[config.mk]
export PLATFORM = sky130hd
export DESIGN_NAME = pll_reset_sequencer
export DESIGN_NICKNAME = d
export VERILOG_FILES = /design/src/rtl/pll_rst_pkg.sv /design/src/rtl/sync_2ff.sv /design/src/rtl/pll_reset_sequencer.sv
export SDC_FILE = /design/constraint.sdc
export NUM_CORES = 1
export LEC_CHECK = 0
export CAP_MARGIN = 30
export CELL_PAD_IN_SITES_DETAIL_PLACEMENT = 1
export CELL_PAD_IN_SITES_GLOBAL_PLACEMENT = 1
export CORE_UTILIZATION = 25
export CTS_BUF_LIST = sky130_fd_sc_hd__clkbuf_4
export DETAILED_ROUTE_END_ITERATION = 8
export MAX_ROUTING_LAYER = met4
export PLACE_DENSITY = 0.59
export SETUP_SLACK_MARGIN = 0.2
export SLEW_MARGIN = 20
export SYNTH_ARGS = -nofsm -noshare
export SYNTH_HDL_FRONTEND = slang
export SYNTH_SLANG_ARGS = --single-unit
[constraint.sdc]
create_clock -name clk -period 5.8 [get_ports clk]
set_clock_uncertainty 0.2 [all_clocks]
set_input_delay 0.58 -clock clk [delete_from_list [all_inputs] [get_ports clk]]
set_output_delay 0.58 -clock clk [all_outputs]
set_load 0.01 [all_outputs]
[src/rtl/pll_rst_pkg.sv]
// Shared definitions for the PLL reset sequencer: state encoding, default
// cycle constants and the counter-width helper.
package pll_rst_pkg;

   localparam int unsigned DEF_RST_PULSE_CYC    = 16;
   localparam int unsigned DEF_LOCK_TIMEOUT_CYC = 40000;
   localparam int unsigned DEF_LOCK_STABLE_CYC  = 1024;
   localparam int unsigned DEF_MAX_RETRY        = 7;
   localparam int unsigned RETRY_W              = 3;

   typedef enum logic [2:0] {
      ST_PLL_RST   = 3'd0,
      ST_WAIT_LOCK = 3'd1,
      ST_STABLE    = 3'd2,
      ST_RUN       = 3'd3,
      ST_FAIL      = 3'd4
   } pll_state_e;

   // Width able to hold the largest of the three cycle limits, plus one bit.
   function automatic int unsigned cnt_width(input int unsigned a,
                                             input int unsigned b,
                                             input int unsigned c);
      int unsigned m;
      m = a;
      if (b > m) m = b;
      if (c > m) m = c;
      return $unsigned($clog2(m)) + 1;
   endfunction

endpackage

[src/rtl/sync_2ff.sv]
// Two-flop synchronizer for a single asynchronous bit, resets to 0.
// Ports: clk, rst (async, active-high), d_i (async input), q_o (synced output).
module sync_2ff (
   input  logic clk,
   input  logic rst,
   input  logic d_i,
   output logic q_o
);

   logic meta_q;
   logic sync_q;

   always_ff @(posedge clk or posedge rst) begin
      if (rst) begin
         meta_q <= 1'b0;
         sync_q <= 1'b0;
      end else begin
         meta_q <= d_i;
         sync_q <= meta_q;
      end
   end

   assign q_o = sync_q;

endmodule

[src/rtl/pll_reset_sequencer.sv]
// Sequences the PLL reset and the system reset from the board reference clock.
// Pulses pll_reset, waits for lock (retrying on timeout), requires lock to be
// stable before releasing sys_reset, and restarts on loss of lock.
// Ports:
//   clk        reference clock (same net as PLL clkin)
//   reset      asynchronous, active-high
//   pll_lock   PLL lock, asynchronous to clk
//   pll_reset  PLL reset, active-high
//   sys_reset  system reset, active-high, released synchronously
//   ready      high only in RUN
//   lock_lost  one-cycle pulse when lock drops in RUN
//   retry_cnt  timed-out attempts since the last RUN
//   fail       sticky after MAX_RETRY failed attempts
module pll_reset_sequencer
   import pll_rst_pkg::*;
#(
   parameter int unsigned RST_PULSE_CYC    = DEF_RST_PULSE_CYC,
   parameter int unsigned LOCK_TIMEOUT_CYC = DEF_LOCK_TIMEOUT_CYC,
   parameter int unsigned LOCK_STABLE_CYC  = DEF_LOCK_STABLE_CYC,
   parameter int unsigned MAX_RETRY        = DEF_MAX_RETRY
) (
   input  logic               clk,
   input  logic               reset,
   input  logic               pll_lock,
   output logic               pll_reset,
   output logic               sys_reset,
   output logic               ready,
   output logic               lock_lost,
   output logic [RETRY_W-1:0] retry_cnt,
   output logic               fail
);

   localparam int unsigned CNT_W = cnt_width(RST_PULSE_CYC, LOCK_TIMEOUT_CYC, LOCK_STABLE_CYC);
   localparam logic [CNT_W-1:0]   PULSE_LAST   = CNT_W'(RST_PULSE_CYC - 1);
   localparam logic [CNT_W-1:0]   TIMEOUT_LAST = CNT_W'(LOCK_TIMEOUT_CYC - 1);
   localparam logic [CNT_W-1:0]   STABLE_LAST  = CNT_W'(LOCK_STABLE_CYC - 1);
   localparam logic [CNT_W-1:0]   CNT_MAX      = '1;
   localparam logic [RETRY_W-1:0] RETRY_MAX    = RETRY_W'(MAX_RETRY);

   pll_state_e         state_q, state_d;
   logic [CNT_W-1:0]   cnt_q;
   logic [RETRY_W-1:0] retry_q, retry_d, retry_inc;
   logic               lock_s;
   logic               pll_reset_q, pll_reset_d;
   logic               sys_reset_q, sys_reset_d;
   logic               ready_q, ready_d;
   logic               lock_lost_q, lock_lost_d;
   logic               fail_q, fail_d;

   sync_2ff u_lock_sync (
      .clk (clk),
      .rst (reset),
      .d_i (pll_lock),
      .q_o (lock_s)
   );

   // Saturating increment of the retry count.
   assign retry_inc = (retry_q == RETRY_MAX) ? retry_q : retry_q + RETRY_W'(1);

   // State, retry count and output registers.
   always_ff @(posedge clk or posedge reset) begin
      if (reset) begin
         state_q     <= ST_PLL_RST;
         retry_q     <= '0;
         pll_reset_q <= 1'b1;
         sys_reset_q <= 1'b1;
         ready_q     <= 1'b0;
         lock_lost_q <= 1'b0;
         fail_q      <= 1'b0;
      end else begin
         state_q     <= state_d;
         retry_q     <= retry_d;
         pll_reset_q <= pll_reset_d;
         sys_reset_q <= sys_reset_d;
         ready_q     <= ready_d;
         lock_lost_q <= lock_lost_d;
         fail_q      <= fail_d;
      end
   end

   // Cycle counter, cleared on every state change, parked at all-ones.
   always_ff @(posedge clk or posedge reset) begin
      if (reset) begin
         cnt_q <= '0;
      end else if (state_d != state_q) begin
         cnt_q <= '0;
      end else if (cnt_q != CNT_MAX) begin
         cnt_q <= cnt_q + CNT_W'(1);
      end
   end

   // Next-state logic; a lock seen in the timeout cycle takes priority.
   always_comb begin
      state_d = state_q;
      retry_d = retry_q;
      case (state_q)
         ST_PLL_RST: begin
            if (cnt_q == PULSE_LAST) state_d = ST_WAIT_LOCK;
         end
         ST_WAIT_LOCK: begin
            if (lock_s) begin
               state_d = ST_STABLE;
            end else if (cnt_q == TIMEOUT_LAST) begin
               retry_d = retry_inc;
               state_d = (retry_inc == RETRY_MAX) ? ST_FAIL : ST_PLL_RST;
            end
         end
         ST_STABLE: begin
            if (!lock_s)                  state_d = ST_WAIT_LOCK;
            else if (cnt_q == STABLE_LAST) state_d = ST_RUN;
         end
         ST_RUN: begin
            if (!lock_s) state_d = ST_PLL_RST;
         end
         ST_FAIL: begin
            state_d = ST_FAIL;
         end
         default: begin
            state_d = ST_PLL_RST;
         end
      endcase
      if (state_d == ST_RUN) retry_d = '0;
   end

   // Outputs decoded from the next state so they register cleanly.
   always_comb begin
      pll_reset_d = 1'b0;
      sys_reset_d = 1'b1;
      ready_d     = 1'b0;
      fail_d      = 1'b0;
      case (state_d)
         ST_PLL_RST: pll_reset_d = 1'b1;
         ST_RUN: begin
            sys_reset_d = 1'b0;
            ready_d     = 1'b1;
         end
         ST_FAIL: fail_d = 1'b1;
         default: ;
      endcase
      lock_lost_d = (state_q == ST_RUN) && (state_d == ST_PLL_RST);
   end

   assign pll_reset = pll_reset_q;
   assign sys_reset = sys_reset_q;
   assign ready     = ready_q;
   assign lock_lost = lock_lost_q;
   assign retry_cnt = retry_q;
   assign fail      = fail_q;

endmodule
==> impl_metrics.env, run 1 <==
export IMPL_synth_common_cells="dfrtp_1 (28), a21oi_1 (11), a21oi_2 (10), nor2_1 (10), xnor2_1 (10)"
export IMPL_synthCells=144
export IMPL_crit_type="flop to flop"
export IMPL_wl_um=3569
export IMPL_drv_slew=0
export IMPL_vdd_drop_max_mv=0.1049
export IMPL_critPathLaunchType="flop"
export IMPL_dp_hpwl_um=2793
export IMPL_rrSetupSlack_ns=3.14
export IMPL_drc=0
export IMPL_syn_num_nets=150
export IMPL_synth_top_area_share_pct=44.52
export IMPL_postCtsSetupRepairBufs=0
export IMPL_fp_dieArea_um2=6617
export IMPL_antenna_left=0
export IMPL_fin_setup_tns_ns=0
export IMPL_num_nets_final=164
export IMPL_cts_root_buf="clkbuf_4"
export IMPL_setup_viol=0
export IMPL_holdWs_ns=0.1617
export IMPL_core_um2=5991
export IMPL_slew_headroom_pct=46.77
export IMPL_max_cap_viol_count=0
export IMPL_ys_seq_area_share_pct=47.85
export IMPL_clock_sinks=30
export IMPL_n_fill_cell=688
export IMPL_viasPerCell=4.940
export IMPL_status="completed"
export IMPL_antenna_found_initial=0
export IMPL_yosysWarnings=0
export IMPL_die_width_um=81.35
export IMPL_seqCellArea_um2=753.2
export IMPL_power_uw=574.9
export IMPL_cp_data_required_time_ns=5.80
export IMPL_grtUsageTotal_pct=12.90
export IMPL_drt_iter0_markers=37
export IMPL_tightest_slew_ns=0.7967
export IMPL_min_from="u_lock_sync.meta_q$_DFF_PP0_"
export IMPL_pin_count=11
export IMPL_min_to="u_lock_sync.q_o$_DFF_PP0_"
export IMPL_synth_area_per_cell_um2=10.93
export IMPL_crit_fanout=8
export IMPL_ys_ff_latch=30
export IMPL_hold_path_class="flop to flop"
export IMPL_async_reset_ff_share_pct=100.0
export IMPL_period_share_pct=45.79
export IMPL_grt_max_degree=17
export IMPL_yosys_area_top_type="dfrtp_1"
export IMPL_power_density_nw_per_um2=316.2
export IMPL_rsz0062_at_grt="no"
export IMPL_htreeDepth=2
export IMPL_clkTransAtPathRegs_ns=0.09
export IMPL_synth_edff_count=0
export IMPL_area_growth_pct=15.50
export IMPL_overflow=0
export IMPL_clk_path_buf_depth=2
export IMPL_worstReg2RegEnd="cnt_q[9]$_DFFE_PP0P_"
export IMPL_grt_pass1_wl_um=6154
export IMPL_synth_area_um2=1574
export IMPL_die_h_um=81.35
export IMPL_synth_distinct_cells=36
export IMPL_ys_top_cells_by_area="dfrtp_1 (45%), a21oi_2 (5.6%), xnor2_1 (5.6%)"
export IMPL_tritoncts="yes"
export IMPL_cp_end_kind="flop"
export IMPL_ys_flop_type="dfrtp_1"
export IMPL_layout_min_cycle_time_ns=2.656
export IMPL_cts_hold_buffers=0
export IMPL_synth_most_common_cell="dfrtp_1"
export IMPL_clk_insertion_delay_late_ns=0.34
export IMPL_start_util_pct=26.27
export IMPL_multi_input_area_um2=775.7
export IMPL_grt_pass1_vias=1261
export IMPL_num_rows=28
export IMPL_min_path_cells=0
export IMPL_routabilityCongestion=0.7590
export IMPL_hold_violations=0
export IMPL_rr_worst_depth=9
export IMPL_drive_gt1_share_pct=18.87
export IMPL_io_buffers=10
export IMPL_fmax_mhz=376.5
export IMPL_cp_arrival_ns=2.66
export IMPL_cts_made_buffers=5
export IMPL_reg2reg_from="cnt_q[0]$_DFFE_PP0P_"
export IMPL_startpoint="cnt_q[0]$_DFFE_PP0P_"
export IMPL_insertedDiodeCount=0
export IMPL_wl_per_cell_um=15.25
export IMPL_power_leakage_nw=0.7405
export IMPL_postCtsResizedCells=0
export IMPL_drt_first_pass_iters=4
export IMPL_routed_via_count=1156
-- critical path: stages, from the launching register on --
cell and delay [ns]:
dfrtp_1 0.41, ha_1 0.22, nand3_1 0.22, nor4_1 0.11, ha_1 0.31, and4b_1 0.38
nand2_1 0.12, or3_1 0.35, xor2_1 0.16, a21oi_1 0.06
-- worst max path at each step --
stage,slack (ns),end,depth (start not counted)
after floorplan,3.35,cnt_q[9]$_DFFE_PP0P_,10
after global placement,3.04,cnt_q[7]$_DFFE_PP0P_,5
after detailed placement,3.02,cnt_q[5]$_DFFE_PP0P_,5
after CTS,2.98,cnt_q[7]$_DFFE_PP0P_,5
after global routing,2.86,cnt_q[12]$_DFFE_PP0P_,8
final,3.14,cnt_q[9]$_DFFE_PP0P_,9
-- where the power goes --
part / switching, mW / internal (mW)
combinational: 0.113 / 0.0803
clock: 0.0749 / 0.0450
sequential: 0.0269 / 0.235
-- layer usage --
layer	track usage [%]	vias to the layer above	wire length (µm)	part of all wire [%]
li1	-	544	-	-
met1	14.69	583	1601	45
met2	20.92	20	1759	49
met3	4.045	9	146	4.1
met4	5.179	0	61	1.7
met5	-	-	0	0
-- state kept, by name (all words and copies together) (netlist names) --
signal / count
cnt_q: 17
retry_cnt: 3
state_q: 3
fail: 1
lock_lost: 1
pll_reset: 1
ready: 1
sys_reset: 1
u_lock_sync.meta_q: 1
u_lock_sync.q_o: 1
-- cells by family (layout without fill, tap and decap cells) --
| group | Yosys count | count (layout) | synth area share (%) |
|---|---|---|---|
| AND/OR/NAND/NOR | 53 | 53 | 20.91 |
| AO/OA/AOI/OAI | 30 | 30 | 14.63 |
| flip-flops | 30 | 30 | 47.85 |
| XOR/XNOR | 17 | 17 | 9.459 |
| buffers and inverters | 8 | 23 | 2.861 |
| adder cells (fa/ha/maj) | 3 | 3 | 2.385 |
| multiplexers | 3 | 3 | 1.908 |
-- layout by cell type, fill, tap and decap left out, drive strengths merged, types with 2 or more instances in the layout --
master	count
nor3	4
nand3	8
nor4	5
mux2i	3
and3	3
nand2	6
xnor2	10
a21oi	21
or4	3
nor2	10
nand4	3
clkdlybuf4s50	10
clkbuf	5
nor2b	2
buf	2
clkinv	2
and2	2
a21bo	2
xor2	7
inv	3
ha	3
dfstp	2
nor3b	2
a32o	2
dfrtp	28
-- metrics by stage --
stage,util [%],instances,instance area (µm²),worst slack (ns)
6_report,30.35,234,1818,3.144
5_1_grt,30.35,234,1818,2.860
4_1_cts,30.10,233,1803,2.977
3_5_place_dp,29.20,225,1749,3.016
3_3_place_gp,28.95,224,1734,3.042
2_1_floorplan,-,144,1574,3.347
-- cell type report --
class | count | share of cell area (%)
Clock buffer | 5 | 2.065
Clock inverter | 3 | 0.8947
Inverter | 3 | 0.6194
Multi-Input combinational cell | 106 | 42.67
Sequential cell | 30 | 41.43
Tap cell | 75 | 5.162
Timing Repair Buffer | 12 | 7.158
Power figures use the tool's default switching activity.
==> inputs of run 2 (changes only) <==
==> constraint.sdc (replaced) <==
create_clock -name clk -period 2.6 [get_ports clk]
set_clock_uncertainty 0.2 [all_clocks]
set_input_delay 0.26 -clock clk [delete_from_list [all_inputs] [get_ports clk]]
set_output_delay 0.26 -clock clk [all_outputs]
set_load 0.01 [all_outputs]
==> run 2 against run 1 <==
Against the previous run: sequential power rose by 120%; hold slack worse by 0.073 ns; via count increased by 5.2%; sequential share of layout area fell by 3.3 points; critical path depth is the same; non-clock buffer count increased by 10; routed wire length increased by 3.2%; final area is 8.9% higher; highest routed layer unchanged.
==> impl_metrics.env, run 2 (synthesized netlist as in run 1, its figures left out) <==
export IMPL_status="completed"
export IMPL_routed_via_count=1216
export IMPL_drt_first_pass_iters=4
export IMPL_hold_violations=0
export IMPL_wl_um=3683
export IMPL_dp_hpwl_um=2624
export IMPL_critPathLaunchType="flop"
export IMPL_setup_viol=0
export IMPL_grt_max_degree=31
export IMPL_fin_setup_tns_ns=0
export IMPL_clkTransAtPathRegs_ns=0.10
export IMPL_crit_fanout=5
export IMPL_pin_count=11
export IMPL_power_internal_uw=878.1
export IMPL_comb_power_share_pct=35.0
export IMPL_antenna_left=0
export IMPL_antenna_found_initial=0
export IMPL_clk_insertion_delay_late_ns=0.34
export IMPL_grtUsageTotal_pct=12.83
export IMPL_seqCellArea_um2=754.5
export IMPL_area_growth_pct=25.76
export IMPL_max_cap_viol_count=0
export IMPL_core_um2=5991
export IMPL_cp_data_required_time_ns=2.62
export IMPL_cp_cell_sequence="and3_4, nand3_4, nor4_4, ha_2, and4b_2, nand4bb_1, nor2_1, xnor2_1, a21oi_2"
export IMPL_fmax_mhz=427.8
export IMPL_tightest_slew_ns=0.3846
export IMPL_power_frac_seq_pct=43.0
export IMPL_die_h_um=81.35
export IMPL_num_rows=28
export IMPL_hold_path_class="input pin to asynchronous set/reset pin"
export IMPL_vdd_drop_max_mv=0.4196
export IMPL_largest_reg_flops=17
export IMPL_drt_iter0_markers=38
export IMPL_insertedDiodeCount=0
export IMPL_cts_root_buf="clkbuf_4"
export IMPL_power_density_nw_per_um2=688.2
export IMPL_top_register="cnt_q"
export IMPL_slew_headroom_pct=74.36
export IMPL_die_width_um=81.35
export IMPL_cp_end_kind="flop"
export IMPL_crit_type="flop to flop"
export IMPL_drive_gt1_share_pct=31.36
export IMPL_grt_pass1_wl_um=6037
export IMPL_clk_path_buf_depth=2
export IMPL_switchingPower_uw=484.2
export IMPL_period_share_pct=89.91
export IMPL_start_util_pct=26.27
export IMPL_clock_sinks=30
export IMPL_layout_min_cycle_time_ns=2.338
export IMPL_wl_per_cell_um=15.09
export IMPL_final_common_cell="dfrtp_1"
export IMPL_cpPeakStageDelay_ns=0.42
export IMPL_holdWs_ns=0.08847
export IMPL_path_buf_inv=0
export IMPL_htreeDepth=2
export IMPL_clockPowerShare_pct=22.0
export IMPL_cts_made_buffers=5
export IMPL_viasPerCell=4.984
export IMPL_routabilityCongestion=0.7602
export IMPL_io_buffers=10
export IMPL_num_nets_final=174
export IMPL_n_fill_cell=656
export IMPL_multi_input_area_um2=857.1
export IMPL_cts_hold_buffers=0
export IMPL_slowest_stage="dfrtp_1"
export IMPL_swShare_pct=35.54
export IMPL_final_cell_mix="dfrtp_1 (27), a21oi_1 (11), buf_4 (11)"
export IMPL_grt_pass1_vias=1232
export IMPL_power_leakage_nw=0.8156
export IMPL_rsz0062_at_grt="yes"
export IMPL_crit_family="simple AND/OR/NAND/NOR gates"
export IMPL_drv_slew=0
export IMPL_overflow=0
export IMPL_drc=0
export IMPL_tritoncts="yes"
export IMPL_cp_arrival_ns=2.36
export IMPL_fp_dieArea_um2=6617
==> run 2: cell types whose count changed in the layout (fill, tap and decap cells not counted), sizes merged <==
cell      before  now
clkinvlp       1    0
clkinv         2    0
buf            2   12
clkbuf         5    8
==> run 2: final cells by class <==
cell class	count	area share, %
repair buffers	22	10.24
clock buffers	8	3.034
well taps	75	4.741
multi-input cells	106	43.30
flip-flops and latches	30	38.12
inverters	3	0.5689
==> run 2: worst register-to-register path: cells and delay by family, from the launching register on <==
kind,cells,cell delay [ns]
and+or+nand+nor,6,1.12
AOI/OAI and AO/OA,1,0.04
adders and majority gates,1,0.24
DFF,1,0.42
xor gates and xnor gates,1,0.19
==> run 2: metal layers <==
layer  up-vias  wire [µm]  track usage (%)
met5         -          0                -
met4         0        109            5.893
met3         8         76            3.034
met2        14       1884            21.25
met1       624       1613            14.56
li1        570          -                -
==> run 2: timing repair <==
action / CTS / global route
setup buffers: 1 / 5
setup endpoints to repair: 5 / 16
gates resized for setup: 3 / 12
pin swaps: 1 / 7
==> run 2: path summary, 6_finish.rpt <==
check	slack (ns)	from	to	cells past startpoint
worst max register to register	0.26	cnt_q[11]$_DFFE_PP0P_	cnt_q[15]$_DFFE_PP0P_	9
worst min-delay path	0.09	reset	retry_cnt[2]$_DFFE_PP0P_	3
worst min register to register	0.16	u_lock_sync.meta_q$_DFF_PP0_	u_lock_sync.q_o$_DFF_PP0_	0
worst max-delay path	0.26	cnt_q[11]$_DFFE_PP0P_	cnt_q[15]$_DFFE_PP0P_	9
max in group asynchronous	1.79	reset	pll_reset$_DFF_PP1_	3
min in group clk	0.15	pll_lock	u_lock_sync.meta_q$_DFF_PP0_	1
==> run 2: stage by stage <==
stage                     util [%]  setup slack (ns)  std cells  area [µm²]  power, mW
after floorplan                  -            0.2530        144        1580     0.9111
after global placement       29.99            0.2547        230        1797      1.039
after detailed placement     29.99           0.08091        230        1797      1.050
after CTS                    31.41            0.2004        239        1882      1.355
after global routing         33.04            0.1256        244        1979      1.473
final                        33.04            0.2623        244        1979      1.362
==> run 2: power groups by stage <==
stage	sequential, mW	combinational (mW)	clock [mW]
3_5_place_dp	0.591	0.459	0
6_report	0.586	0.477	0.299
3_3_place_gp	0.591	0.448	0
2_1_floorplan	0.571	0.340	0
4_1_cts	0.583	0.461	0.310
5_1_grt	0.598	0.538	0.337
